--- config.mk ---
export PLATFORM = sky130hd
export DESIGN_NAME = id_ex_decode_stage
export DESIGN_NICKNAME = d
export VERILOG_FILES = /design/src/rtl/cpu_ctrl_pkg.sv /design/src/rtl/id_ex_decode_stage_inst_decoder.sv /design/src/rtl/id_ex_decode_stage.sv
export SDC_FILE = /design/constraint.sdc
export NUM_CORES = 1
export LEC_CHECK = 0
export CAP_MARGIN = 25
export CORE_UTILIZATION = 25
export DETAILED_ROUTE_END_ITERATION = 10
export SYNTH_ARGS = -nofsm -noshare
export SYNTH_HDL_FRONTEND = slang
export SYNTH_SLANG_ARGS = --single-unit
export TNS_END_PERCENT = 30
--- constraint.sdc ---
create_clock -name clk -period 2.7 [get_ports clk]
set_input_delay 0.54 -clock clk [delete_from_list [all_inputs] [get_ports clk]]
set_output_delay 0.54 -clock clk [all_outputs]
set_load 0.01 [all_outputs]
--- src/rtl/cpu_ctrl_pkg.sv ---
// Shared opcode/funct encodings, ALU op codes and the decoded control bundle
// used by the ID stage decoder and the ID/EX pipeline register.
package cpu_ctrl_pkg;

    localparam int ALU_CODE_W = 4;

    // Primary opcodes (inst[31:26])
    localparam logic [5:0] OP_RTYPE = 6'b000000;
    localparam logic [5:0] OP_J     = 6'b000010;
    localparam logic [5:0] OP_BEQ   = 6'b000100;
    localparam logic [5:0] OP_BNE   = 6'b000101;
    localparam logic [5:0] OP_ADDI  = 6'b001000;
    localparam logic [5:0] OP_SLTI  = 6'b001010;
    localparam logic [5:0] OP_ANDI  = 6'b001100;
    localparam logic [5:0] OP_ORI   = 6'b001101;
    localparam logic [5:0] OP_XORI  = 6'b001110;
    localparam logic [5:0] OP_LUI   = 6'b001111;
    localparam logic [5:0] OP_LW    = 6'b100011;
    localparam logic [5:0] OP_SW    = 6'b101011;

    // R-type function codes (inst[5:0])
    localparam logic [5:0] FN_SLL = 6'b000000;
    localparam logic [5:0] FN_SRL = 6'b000010;
    localparam logic [5:0] FN_ADD = 6'b100000;
    localparam logic [5:0] FN_SUB = 6'b100010;
    localparam logic [5:0] FN_AND = 6'b100100;
    localparam logic [5:0] FN_OR  = 6'b100101;
    localparam logic [5:0] FN_XOR = 6'b100110;
    localparam logic [5:0] FN_NOR = 6'b100111;
    localparam logic [5:0] FN_SLT = 6'b101010;

    // ALU operation codes seen by the EX stage
    localparam logic [ALU_CODE_W-1:0] ALU_ADD = 4'd0;
    localparam logic [ALU_CODE_W-1:0] ALU_SUB = 4'd1;
    localparam logic [ALU_CODE_W-1:0] ALU_AND = 4'd2;
    localparam logic [ALU_CODE_W-1:0] ALU_OR  = 4'd3;
    localparam logic [ALU_CODE_W-1:0] ALU_XOR = 4'd4;
    localparam logic [ALU_CODE_W-1:0] ALU_NOR = 4'd5;
    localparam logic [ALU_CODE_W-1:0] ALU_SLT = 4'd6;
    localparam logic [ALU_CODE_W-1:0] ALU_SLL = 4'd7;
    localparam logic [ALU_CODE_W-1:0] ALU_SRL = 4'd8;
    localparam logic [ALU_CODE_W-1:0] ALU_LUI = 4'd9;

    // rt_src marks instructions that read rt; it only feeds hazard detection.
    typedef struct packed {
        logic                  reg_write;
        logic                  mem_read;
        logic                  mem_write;
        logic                  mem_to_reg;
        logic                  alu_src_b;
        logic                  beq;
        logic                  bne;
        logic                  jump;
        logic [ALU_CODE_W-1:0] alu_code;
        logic                  rt_src;
    } ctrl_t;

endpackage

--- src/rtl/id_ex_decode_stage_inst_decoder.sv ---
// Purely combinational decode of one instruction word into the control bundle,
// register fields, illegal flag and the extended immediate.
module inst_decoder
    import cpu_ctrl_pkg::*;
#(
    parameter int DATA_W = 32
) (
    input  logic [31:0]       inst,
    output ctrl_t             ctrl,
    output logic              illegal,
    output logic [4:0]        rs,
    output logic [4:0]        rt,
    output logic [4:0]        wr_addr,
    output logic [4:0]        shamt,
    output logic [DATA_W-1:0] imm
);

    logic [5:0] opcode;
    logic [5:0] funct;
    logic [4:0] rd;
    logic [4:0] dest;
    logic       write_rd;
    logic       zero_ext;

    assign opcode = inst[31:26];
    assign funct  = inst[5:0];
    assign rd     = inst[15:11];
    assign rs     = inst[25:21];
    assign rt     = inst[20:16];
    assign shamt  = inst[10:6];

    always_comb begin
        ctrl     = '0;
        illegal  = 1'b0;
        write_rd = 1'b0;
        zero_ext = 1'b0;
        dest     = '0;
        wr_addr  = '0;

        unique case (opcode)
            OP_RTYPE: begin
                ctrl.reg_write = 1'b1;
                ctrl.rt_src    = 1'b1;
                write_rd       = 1'b1;
                unique case (funct)
                    FN_ADD:  ctrl.alu_code = ALU_ADD;
                    FN_SUB:  ctrl.alu_code = ALU_SUB;
                    FN_AND:  ctrl.alu_code = ALU_AND;
                    FN_OR:   ctrl.alu_code = ALU_OR;
                    FN_XOR:  ctrl.alu_code = ALU_XOR;
                    FN_NOR:  ctrl.alu_code = ALU_NOR;
                    FN_SLT:  ctrl.alu_code = ALU_SLT;
                    FN_SLL:  ctrl.alu_code = ALU_SLL;
                    FN_SRL:  ctrl.alu_code = ALU_SRL;
                    default: illegal       = 1'b1;
                endcase
            end
            OP_BEQ: begin
                ctrl.beq      = 1'b1;
                ctrl.rt_src   = 1'b1;
                ctrl.alu_code = ALU_SUB;
            end
            OP_BNE: begin
                ctrl.bne      = 1'b1;
                ctrl.rt_src   = 1'b1;
                ctrl.alu_code = ALU_SUB;
            end
            OP_ADDI, OP_SLTI, OP_ANDI, OP_ORI, OP_XORI, OP_LUI: begin
                ctrl.reg_write = 1'b1;
                ctrl.alu_src_b = 1'b1;
                unique case (opcode)
                    OP_ADDI: ctrl.alu_code = ALU_ADD;
                    OP_SLTI: ctrl.alu_code = ALU_SLT;
                    OP_ANDI: ctrl.alu_code = ALU_AND;
                    OP_ORI:  ctrl.alu_code = ALU_OR;
                    OP_XORI: ctrl.alu_code = ALU_XOR;
                    default: ctrl.alu_code = ALU_LUI;
                endcase
                // Logical immediates and LUI take the raw 16 bits.
                zero_ext = (opcode == OP_ANDI) || (opcode == OP_ORI) ||
                           (opcode == OP_XORI) || (opcode == OP_LUI);
            end
            OP_LW: begin
                ctrl.reg_write  = 1'b1;
                ctrl.mem_read   = 1'b1;
                ctrl.mem_to_reg = 1'b1;
                ctrl.alu_src_b  = 1'b1;
                ctrl.alu_code   = ALU_ADD;
            end
            OP_SW: begin
                ctrl.mem_write = 1'b1;
                ctrl.alu_src_b = 1'b1;
                ctrl.rt_src    = 1'b1;
                ctrl.alu_code  = ALU_ADD;
            end
            OP_J: begin
                ctrl.jump = 1'b1;
            end
            default: illegal = 1'b1;
        endcase

        if (illegal) begin
            ctrl = '0;
        end

        dest = write_rd ? rd : rt;
        // Writes to $0 are dropped so that the all-zero word is a true NOP.
        if (dest == 5'd0) begin
            ctrl.reg_write = 1'b0;
        end
        wr_addr = ctrl.reg_write ? dest : 5'd0;
    end

    assign imm = zero_ext ? {{(DATA_W-16){1'b0}}, inst[15:0]}
                          : {{(DATA_W-16){inst[15]}}, inst[15:0]};

endmodule

--- src/rtl/id_ex_decode_stage.sv ---
// ID stage control path: decode, load-use hazard detection with stall/bubble,
// flush handling, the ID/EX pipeline register and a saturating stall counter.
module id_ex_decode_stage
    import cpu_ctrl_pkg::*;
#(
    parameter int DATA_W  = 32,
    parameter int RADDR_W = 5,
    parameter int ALU_W   = 4,
    parameter int CNT_W   = 16
) (
    input  logic               clk,
    input  logic               rst,
    input  logic               id_valid,
    input  logic [31:0]        id_inst,
    input  logic               flush_i,
    output logic               stall_o,
    output logic               ex_valid,
    output logic               ex_reg_write,
    output logic               ex_mem_read,
    output logic               ex_mem_write,
    output logic               ex_mem_to_reg,
    output logic               ex_alu_src_b,
    output logic               ex_beq,
    output logic               ex_bne,
    output logic               ex_jump,
    output logic [ALU_W-1:0]   ex_alu_code,
    output logic [RADDR_W-1:0] ex_rs,
    output logic [RADDR_W-1:0] ex_rt,
    output logic [RADDR_W-1:0] ex_wr_addr,
    output logic [4:0]         ex_shamt,
    output logic [DATA_W-1:0]  ex_imm,
    output logic               ex_illegal,
    output logic [CNT_W-1:0]   stall_cnt
);

    // Handshake: id_valid qualifies id_inst. stall_o is the inverse of ready
    // toward IF/ID; while it is high the producer must hold id_inst/id_valid
    // unchanged so the same instruction is re-presented next cycle.

    ctrl_t              dec_ctrl;
    logic               dec_illegal;
    logic [4:0]         dec_rs;
    logic [4:0]         dec_rt;
    logic [4:0]         dec_wr;
    logic [4:0]         dec_shamt;
    logic [DATA_W-1:0]  dec_imm;
    logic [RADDR_W-1:0] id_rs;
    logic [RADDR_W-1:0] id_rt;
    logic [RADDR_W-1:0] id_wr;
    logic               hazard;
    logic               load_bubble;

    inst_decoder #(
        .DATA_W (DATA_W)
    ) u_dec (
        .inst    (id_inst),
        .ctrl    (dec_ctrl),
        .illegal (dec_illegal),
        .rs      (dec_rs),
        .rt      (dec_rt),
        .wr_addr (dec_wr),
        .shamt   (dec_shamt),
        .imm     (dec_imm)
    );

    assign id_rs = RADDR_W'(dec_rs);
    assign id_rt = RADDR_W'(dec_rt);
    assign id_wr = RADDR_W'(dec_wr);

    assign hazard = ex_valid && ex_mem_read && id_valid && (ex_wr_addr != '0) &&
                    ((ex_wr_addr == id_rs) || ((ex_wr_addr == id_rt) && dec_ctrl.rt_src));

    // A taken branch kills the dependent instruction anyway, so no stall.
    assign stall_o     = hazard && !flush_i;
    assign load_bubble = flush_i || hazard || !id_valid;

    always_ff @(posedge clk or posedge rst) begin
        if (rst) begin
            ex_valid      <= 1'b0;
            ex_reg_write  <= 1'b0;
            ex_mem_read   <= 1'b0;
            ex_mem_write  <= 1'b0;
            ex_mem_to_reg <= 1'b0;
            ex_alu_src_b  <= 1'b0;
            ex_beq        <= 1'b0;
            ex_bne        <= 1'b0;
            ex_jump       <= 1'b0;
            ex_alu_code   <= '0;
            ex_rs         <= '0;
            ex_rt         <= '0;
            ex_wr_addr    <= '0;
            ex_shamt      <= '0;
            ex_imm        <= '0;
            ex_illegal    <= 1'b0;
        end else if (load_bubble) begin
            ex_valid      <= 1'b0;
            ex_reg_write  <= 1'b0;
            ex_mem_read   <= 1'b0;
            ex_mem_write  <= 1'b0;
            ex_mem_to_reg <= 1'b0;
            ex_alu_src_b  <= 1'b0;
            ex_beq        <= 1'b0;
            ex_bne        <= 1'b0;
            ex_jump       <= 1'b0;
            ex_alu_code   <= '0;
            ex_rs         <= '0;
            ex_rt         <= '0;
            ex_wr_addr    <= '0;
            ex_shamt      <= '0;
            ex_imm        <= '0;
            ex_illegal    <= 1'b0;
        end else begin
            ex_valid      <= 1'b1;
            ex_reg_write  <= dec_ctrl.reg_write;
            ex_mem_read   <= dec_ctrl.mem_read;
            ex_mem_write  <= dec_ctrl.mem_write;
            ex_mem_to_reg <= dec_ctrl.mem_to_reg;
            ex_alu_src_b  <= dec_ctrl.alu_src_b;
            ex_beq        <= dec_ctrl.beq;
            ex_bne        <= dec_ctrl.bne;
            ex_jump       <= dec_ctrl.jump;
            ex_alu_code   <= ALU_W'(dec_ctrl.alu_code);
            ex_rs         <= id_rs;
            ex_rt         <= id_rt;
            ex_wr_addr    <= id_wr;
            ex_shamt      <= dec_shamt;
            ex_imm        <= dec_imm;
            ex_illegal    <= dec_illegal;
        end
    end

    always_ff @(posedge clk or posedge rst) begin
        if (rst) begin
            stall_cnt <= '0;
        end else if (stall_o && (stall_cnt != {CNT_W{1'b1}})) begin
            stall_cnt <= stall_cnt + 1'b1;
        end
    end

endmodule
==> impl_metrics.env, run 1 <==
export IMPL_drive_gt1_frac=0.2083
export IMPL_hold_violations=0
export IMPL_cts_buffers_inserted=9
export IMPL_clkTransAtPathRegs_ps=50
export IMPL_nets=464
export IMPL_relSlewSlack=0.6729
export IMPL_grt_max_degree=42
export IMPL_internal_power_mw=1.907
export IMPL_final_util=0.4044
export IMPL_power_leakage_nw=2.075
export IMPL_port_buffers=118
export IMPL_fp_coreArea_um2=11960
export IMPL_die_area_um2=12670
export IMPL_ir_drop_mv=0.2647
export IMPL_gp_congestion=0.8418
export IMPL_clockPowerShare=0.492
export IMPL_worstPathArrival_ps=2080
export IMPL_clockRootBuffer="clkbuf_16"
export IMPL_crit_type="in2out"
export IMPL_syn_cell_area_um2=3057
export IMPL_die_width_um=112.6
export IMPL_drt_met1_wl_mm=3.646
export IMPL_p_sw_mw=0.5409
export IMPL_area_growth_pct=58.25
export IMPL_synthFlopType="dfrtp_1"
export IMPL_maxCapViolations=0
export IMPL_status="finished, violations left"
export IMPL_dp_hpwl_mm=6.011
export IMPL_wl_per_cell_um=13.72
export IMPL_row_count=40
export IMPL_wl_mm=7.944
export IMPL_grt_pass1_wl_mm=13.17
export IMPL_fin_cells=579
export IMPL_dp_cells=560
export IMPL_wl_met2_mm=3.716
export IMPL_fmax_ghz=0.3822
export IMPL_powerDensity_nw_per_um2=506.1
export IMPL_drcViolationCount=1
export IMPL_finalSetupViolations=0
export IMPL_timing_final_crit_share=0.9690
export IMPL_avgSynthCellArea_um2=10.47
export IMPL_yosys_warnings=0
export IMPL_slew_viol_final=0
export IMPL_num_vias=2597
export IMPL_cts_tree="built"
export IMPL_rsz0062_at_grt="no"
export IMPL_syn_nets=329
export IMPL_grt_usage=0.1363
export IMPL_cp_required_ps=2160
export IMPL_overflow=0
export IMPL_clockBufferDepth=2
export IMPL_hold_class="reg2reg"
export IMPL_power_frac_comb=0.123
export IMPL_ant_nets=0
export IMPL_clk_latency_ps=330
export IMPL_io_pins=119
export IMPL_post_route_min_period_ps=2616
export IMPL_cts_sink_count=61
export IMPL_p_seq_frac=0.385
export IMPL_avgViaCountPerCell=4.485
export IMPL_antenna_found_initial=0
export IMPL_n_antenna_cell=0
export IMPL_grt_pass1_vias=2528
export IMPL_worst_slew_pin_slew_ps=490.0
export IMPL_cp_max_fo=4
export IMPL_start_util=0.2555
export IMPL_synth_seq_cells=61
export IMPL_startpoint_type="primary input"
export IMPL_top_layer="met4"
export IMPL_switching_share=0.2210
export IMPL_met3WireLength_um=447
export IMPL_synth_distinct_cells=48
export IMPL_ctsHtreeMaxLevel=3
export IMPL_final_setup_skew_ps=6.833
export IMPL_violations="DRC"
export IMPL_dr_pass1_iters=7
export IMPL_critPathCaptureType="primary output"
export IMPL_die_height_um=112.6
export IMPL_syn_inst=292
export IMPL_synth_edf_count=0
export IMPL_async_reset_ff_frac=1.000
export IMPL_drtIter0Drc=125
export IMPL_seq_area_frac_synth=0.4994
## cell type report
cell class              instances  area [µm²]
well taps                     147       183.9
flip-flops and latches         61        1526
clock buffers                  10       229.0
multi-input cells             194        1306
inverters                       4       20.02
fillers                      1162        7124
clock inverters                 6       87.58
repair buffers                157        1484
## cell usage after synthesis, types with 5 or more instances
master	n	area share
nor3_1	9	0.015
xnor2_1	24	0.069
nand3_1	23	0.038
nand2_1	22	0.027
dfrtp_1	61	0.50
and2_4	18	0.052
buf_4	21	0.052
nor2_1	19	0.023
and2_1	9	0.018
nor2b_1	6	0.012
a21oi_1	9	0.015
nand4_1	7	0.014
buf_6	5	0.018
## state kept, by name, indices dropped and copies added, names as in the netlist, 4 cells and up
signal and count:
ex_imm 17, ex_alu_code 4, ex_rt 5, ex_wr_addr 5, stall_cnt 16, ex_rs 5
## metrics by stage
| stage | power, mW | instance area [µm²] | hold slack, ps | worst slack (ps) | setup TNS (ps) |
|---|---|---|---|---|---|
| 6_report | 2.448 | 4837 | 485.9 | 83.63 | 0 |
| 5_1_grt | 2.557 | 4837 | 531.1 | 2.232 | 0 |
| 4_1_cts | 2.488 | 4828 | 494.4 | 6.855 | 0 |
| 3_5_place_dp | 1.258 | 4458 | 488.8 | -577.8 | -7790 |
| 3_3_place_gp | 1.255 | 4458 | 486.7 | -553.7 | -6138 |
| 2_1_floorplan | 1.098 | 3067 | 518.6 | 28.20 | 0 |
## routing by layer
layer,up-vias,global-route usage
met4,0,0.06133
met2,95,0.2115
li1,1249,-
met3,10,0.03780
met1,1243,0.1768
met5,-,0
## cell usage in the layout (no fill, tap or decap), drive strengths merged, types with 2 or more instances in the layout
master         instances
xor2                   2
dlygate4sd2            5
inv                    4
nand4                  7
clkdlybuf4s50        111
buf                   40
a22oi                  2
clkbuf                10
and3                   4
xnor2                 24
or3                    3
or4                    2
nor4                   4
nand3                 23
or2                    2
a21o                   4
nor3                  10
bufinv                 2
a21oi                  9
mux2                   2
and2                  27
a211oi                 2
dfrtp                 61
o21ai                  3
nor2b                  6
clkinvlp               3
nand2                 22
nor2                  19
a2111oi                2
## path summary, 6_finish.rpt
path | endpoint | depth (start not counted) | start | slack (ps)
worst min-delay path | stall_cnt[15] | 1 | stall_cnt[15] | 490
max in group asynchronous | ex_alu_code[2] | 3 | rst | 1560
worst min register to register | stall_cnt[15] | 1 | stall_cnt[15] | 490
worst max-delay path | stall_o | 8 | id_inst[0] | 80
worst max register to register | stall_cnt[1] | 7 | ex_wr_addr[0] | 560
min in group asynchronous | stall_cnt[13] | 2 | rst | 560
## kinds of logic after synthesis
| group | share of synthesized area |
|---|---|
| buffers and inverters | 0.08964 |
| flip-flops | 0.4994 |
| multiplexers | 0.007367 |
| AO/OA/AOI/OAI | 0.07245 |
| AND/OR/NAND/NOR | 0.2526 |
| adder cells (fa/ha/maj) | 0.004093 |
| XOR/XNOR | 0.07450 |
## critical path, stage by stage
cell             delay, ps
clkdlybuf4s50_1        460
buf_4                  170
nor2_1                 130
nand2_1                 90
a41oi_2                240
a21o_1                 180
nor2b_4                170
buf_6                  110
## power groups by stage
stage	combinational [mW]	sequential [mW]	clock (mW)
after floorplan	0.129	0.968	0
after global routing	0.327	0.945	1.29
after CTS	0.304	0.943	1.24
after detailed placement	0.299	0.959	0
after global placement	0.297	0.958	0
final	0.301	0.943	1.20
## repair_timing
item | in CTS | in global routing
endpoints found under the setup margin | 1 | 1
pin swaps | 6 | 5
endpoints found under the hold margin | 0 | 0
setup buffers | 3 | 0
hold buffers | 0 | 0
resized for setup | 18 | 3
No activity file was read; power rests on OpenSTA's default activity.
==> run 2, diff against run 1 <==
GPL_ROUTABILITY_DRIVEN = 0   (was not set)
==> results of run 2 <==
Same layout as run 1: the final DEF is identical, and so are final timing and power.
==> run 3, diff against run 2 <==
CELL_PAD_IN_SITES_DETAIL_PLACEMENT = 0   (was not set)
CELL_PAD_IN_SITES_GLOBAL_PLACEMENT = 1   (was not set)
PLACE_DENSITY_LB_ADDON = 0.1   (was not set)
==> impl_metrics.env, run 3 (synthesis results as in run 1) <==
export IMPL_clockBufferDepth=2
export IMPL_worst_slack_ps=43.86
export IMPL_critPathSlowestCell="clkdlybuf4s50_1"
export IMPL_setup_worst_path_start="id_inst[3]"
export IMPL_clk_latency_ps=330
export IMPL_rsz0062_at_grt="yes"
export IMPL_drive_gt1_frac=0.1991
export IMPL_cp_slowest_stage_delay_ps=490
export IMPL_cts_buffers_inserted=9
export IMPL_n_antenna_cell=0
export IMPL_top_register="ex_imm"
export IMPL_start_util=0.2555
export IMPL_power_leakage_nw=2.047
export IMPL_fin_cells=579
export IMPL_crit_buf_inv=2
export IMPL_final_setup_skew_ps=3.198
export IMPL_setup_tns_final_ps=0
export IMPL_fp_coreArea_um2=11960
export IMPL_cp_max_fo=2
export IMPL_ant_nets=0
export IMPL_die_area_um2=12670
export IMPL_port_buffers=118
export IMPL_overflow=0
export IMPL_hold_class="reg2reg"
export IMPL_die_width_um=112.6
export IMPL_worstPathArrival_ps=2120
export IMPL_area_growth_pct=56.41
export IMPL_die_height_um=112.6
export IMPL_critPathTopFamily="buffers and inverters"
export IMPL_row_count=40
export IMPL_clockRootBuffer="clkbuf_16"
export IMPL_clkTransAtPathRegs_ps=50
export IMPL_path_cells="clkdlybuf4s50_1 -> nor4bb_2 -> o21ai_1 -> a41oi_2 -> a21o_1 -> nor2b_4 -> buf_6"
export IMPL_avgViaCountPerCell=4.475
export IMPL_r2r_start="ex_wr_addr[4]"
export IMPL_ctsHtreeMaxLevel=3
export IMPL_worst_slew_pin_slew_ps=573.2
export IMPL_grt_pass1_wl_mm=13.96
export IMPL_drtIter0Drc=90
export IMPL_grt_usage=0.1475
export IMPL_nFillCells=1193
export IMPL_powerDensity_nw_per_um2=478.3
export IMPL_num_vias=2591
export IMPL_grt_max_degree=29
export IMPL_wl_mm=8.705
export IMPL_crit_type="in2out"
export IMPL_largestRegisters="ex_imm: 17 flops, stall_cnt: 16 flops"
export IMPL_io_pins=119
export IMPL_dpl_cell_area_um2=4473
export IMPL_maxCapViolations=0
export IMPL_critPathCaptureType="primary output"
export IMPL_dp_hpwl_mm=6.551
export IMPL_dr_pass1_iters=5
export IMPL_timing_final_crit_share=0.9838
export IMPL_layout_commonest_cell="clkdlybuf4s50_1"
export IMPL_stdcell_area_um2=4781
export IMPL_drcViolationCount=0
export IMPL_post_place_ws_ps=-559.1
export IMPL_wl_per_cell_um=15.03
export IMPL_nets=465
export IMPL_status="finished, final reports clean"
export IMPL_fmax_ghz=0.3765
export IMPL_startpoint_type="primary input"
export IMPL_min_from="stall_cnt[8]"
export IMPL_largest_register_ffs=17
export IMPL_relSlewSlack=0.6173
export IMPL_slew_viol_final=0
export IMPL_post_route_min_period_ps=2656
export IMPL_cp_required_ps=2160
export IMPL_cts_sink_count=61
export IMPL_dp_cells=562
export IMPL_cts_tree="built"
export IMPL_final_cell_mix="clkdlybuf4s50_1, dfrtp_1, buf_4, xnor2_1, nand3_1"
export IMPL_grt_pass1_vias=2593
export IMPL_antenna_found_initial=0
export IMPL_finalSetupViolations=0
export IMPL_hold_violations=0
export IMPL_ir_drop_mv=0.1852
export IMPL_ctsHoldBuffers=0
-- run 3: power breakdown --
group	switching [mW]	leakage (nW)	internal, mW
Clock	0.400	0.129	0.638
Combinational	0.134	1.08	0.171
Sequential	0.00920	0.836	0.934
Total	0.544	2.05	1.74
-- run 3: layout make-up --
class                           instances  area [µm²]  area share
Tap cell                              147       183.9     0.03847
Multi-Input combinational cell        194        1295      0.2709
Clock buffer                           13       250.2     0.05234
Clock inverter                          2       10.01    0.002094
Timing Repair Buffer                  158        1495      0.3127
Sequential cell                        61        1526      0.3193
Inverter                                4       20.02    0.004187
-- run 3: path summary, 6_finish.rpt --
check / end / slack (ps) / cells after the start
setup reg to reg: ex_imm[0] / 550 / 9
hold reg to reg: stall_cnt[8] / 500 / 1
max in group asynchronous: ex_alu_src_b / 1500 / 3
hold / removal: stall_cnt[8] / 500 / 1
min in group asynchronous: ex_rs[1] / 600 / 2
setup / recovery: stall_o / 40 / 7
-- run 3: layer usage --
layer | track usage | vias up | part of all wire
met5 | 0 | - | 0
met4 | 0.07467 | 0 | 0.021
met3 | 0.03294 | 15 | 0.047
met2 | 0.2263 | 77 | 0.44
met1 | 0.1952 | 1241 | 0.49
li1 | - | 1258 | -
-- run 3: through the flow --
stage	utilization	hold slack, ps	power (mW)
4_1_cts	0.3984	508.9	2.324
6_report	0.3997	501.6	2.287
5_1_grt	0.3997	530.0	2.394
3_3_place_gp	0.3740	493.7	1.265
2_1_floorplan	-	518.6	1.098
3_5_place_dp	0.3740	498.6	1.267
-- run 3: timing repair --
action,CTS,global route
hold endpoints to repair,0,0
pin swaps,4,1
resized for setup,11,5
setup endpoints to repair,1,5
setup buffers,2,0
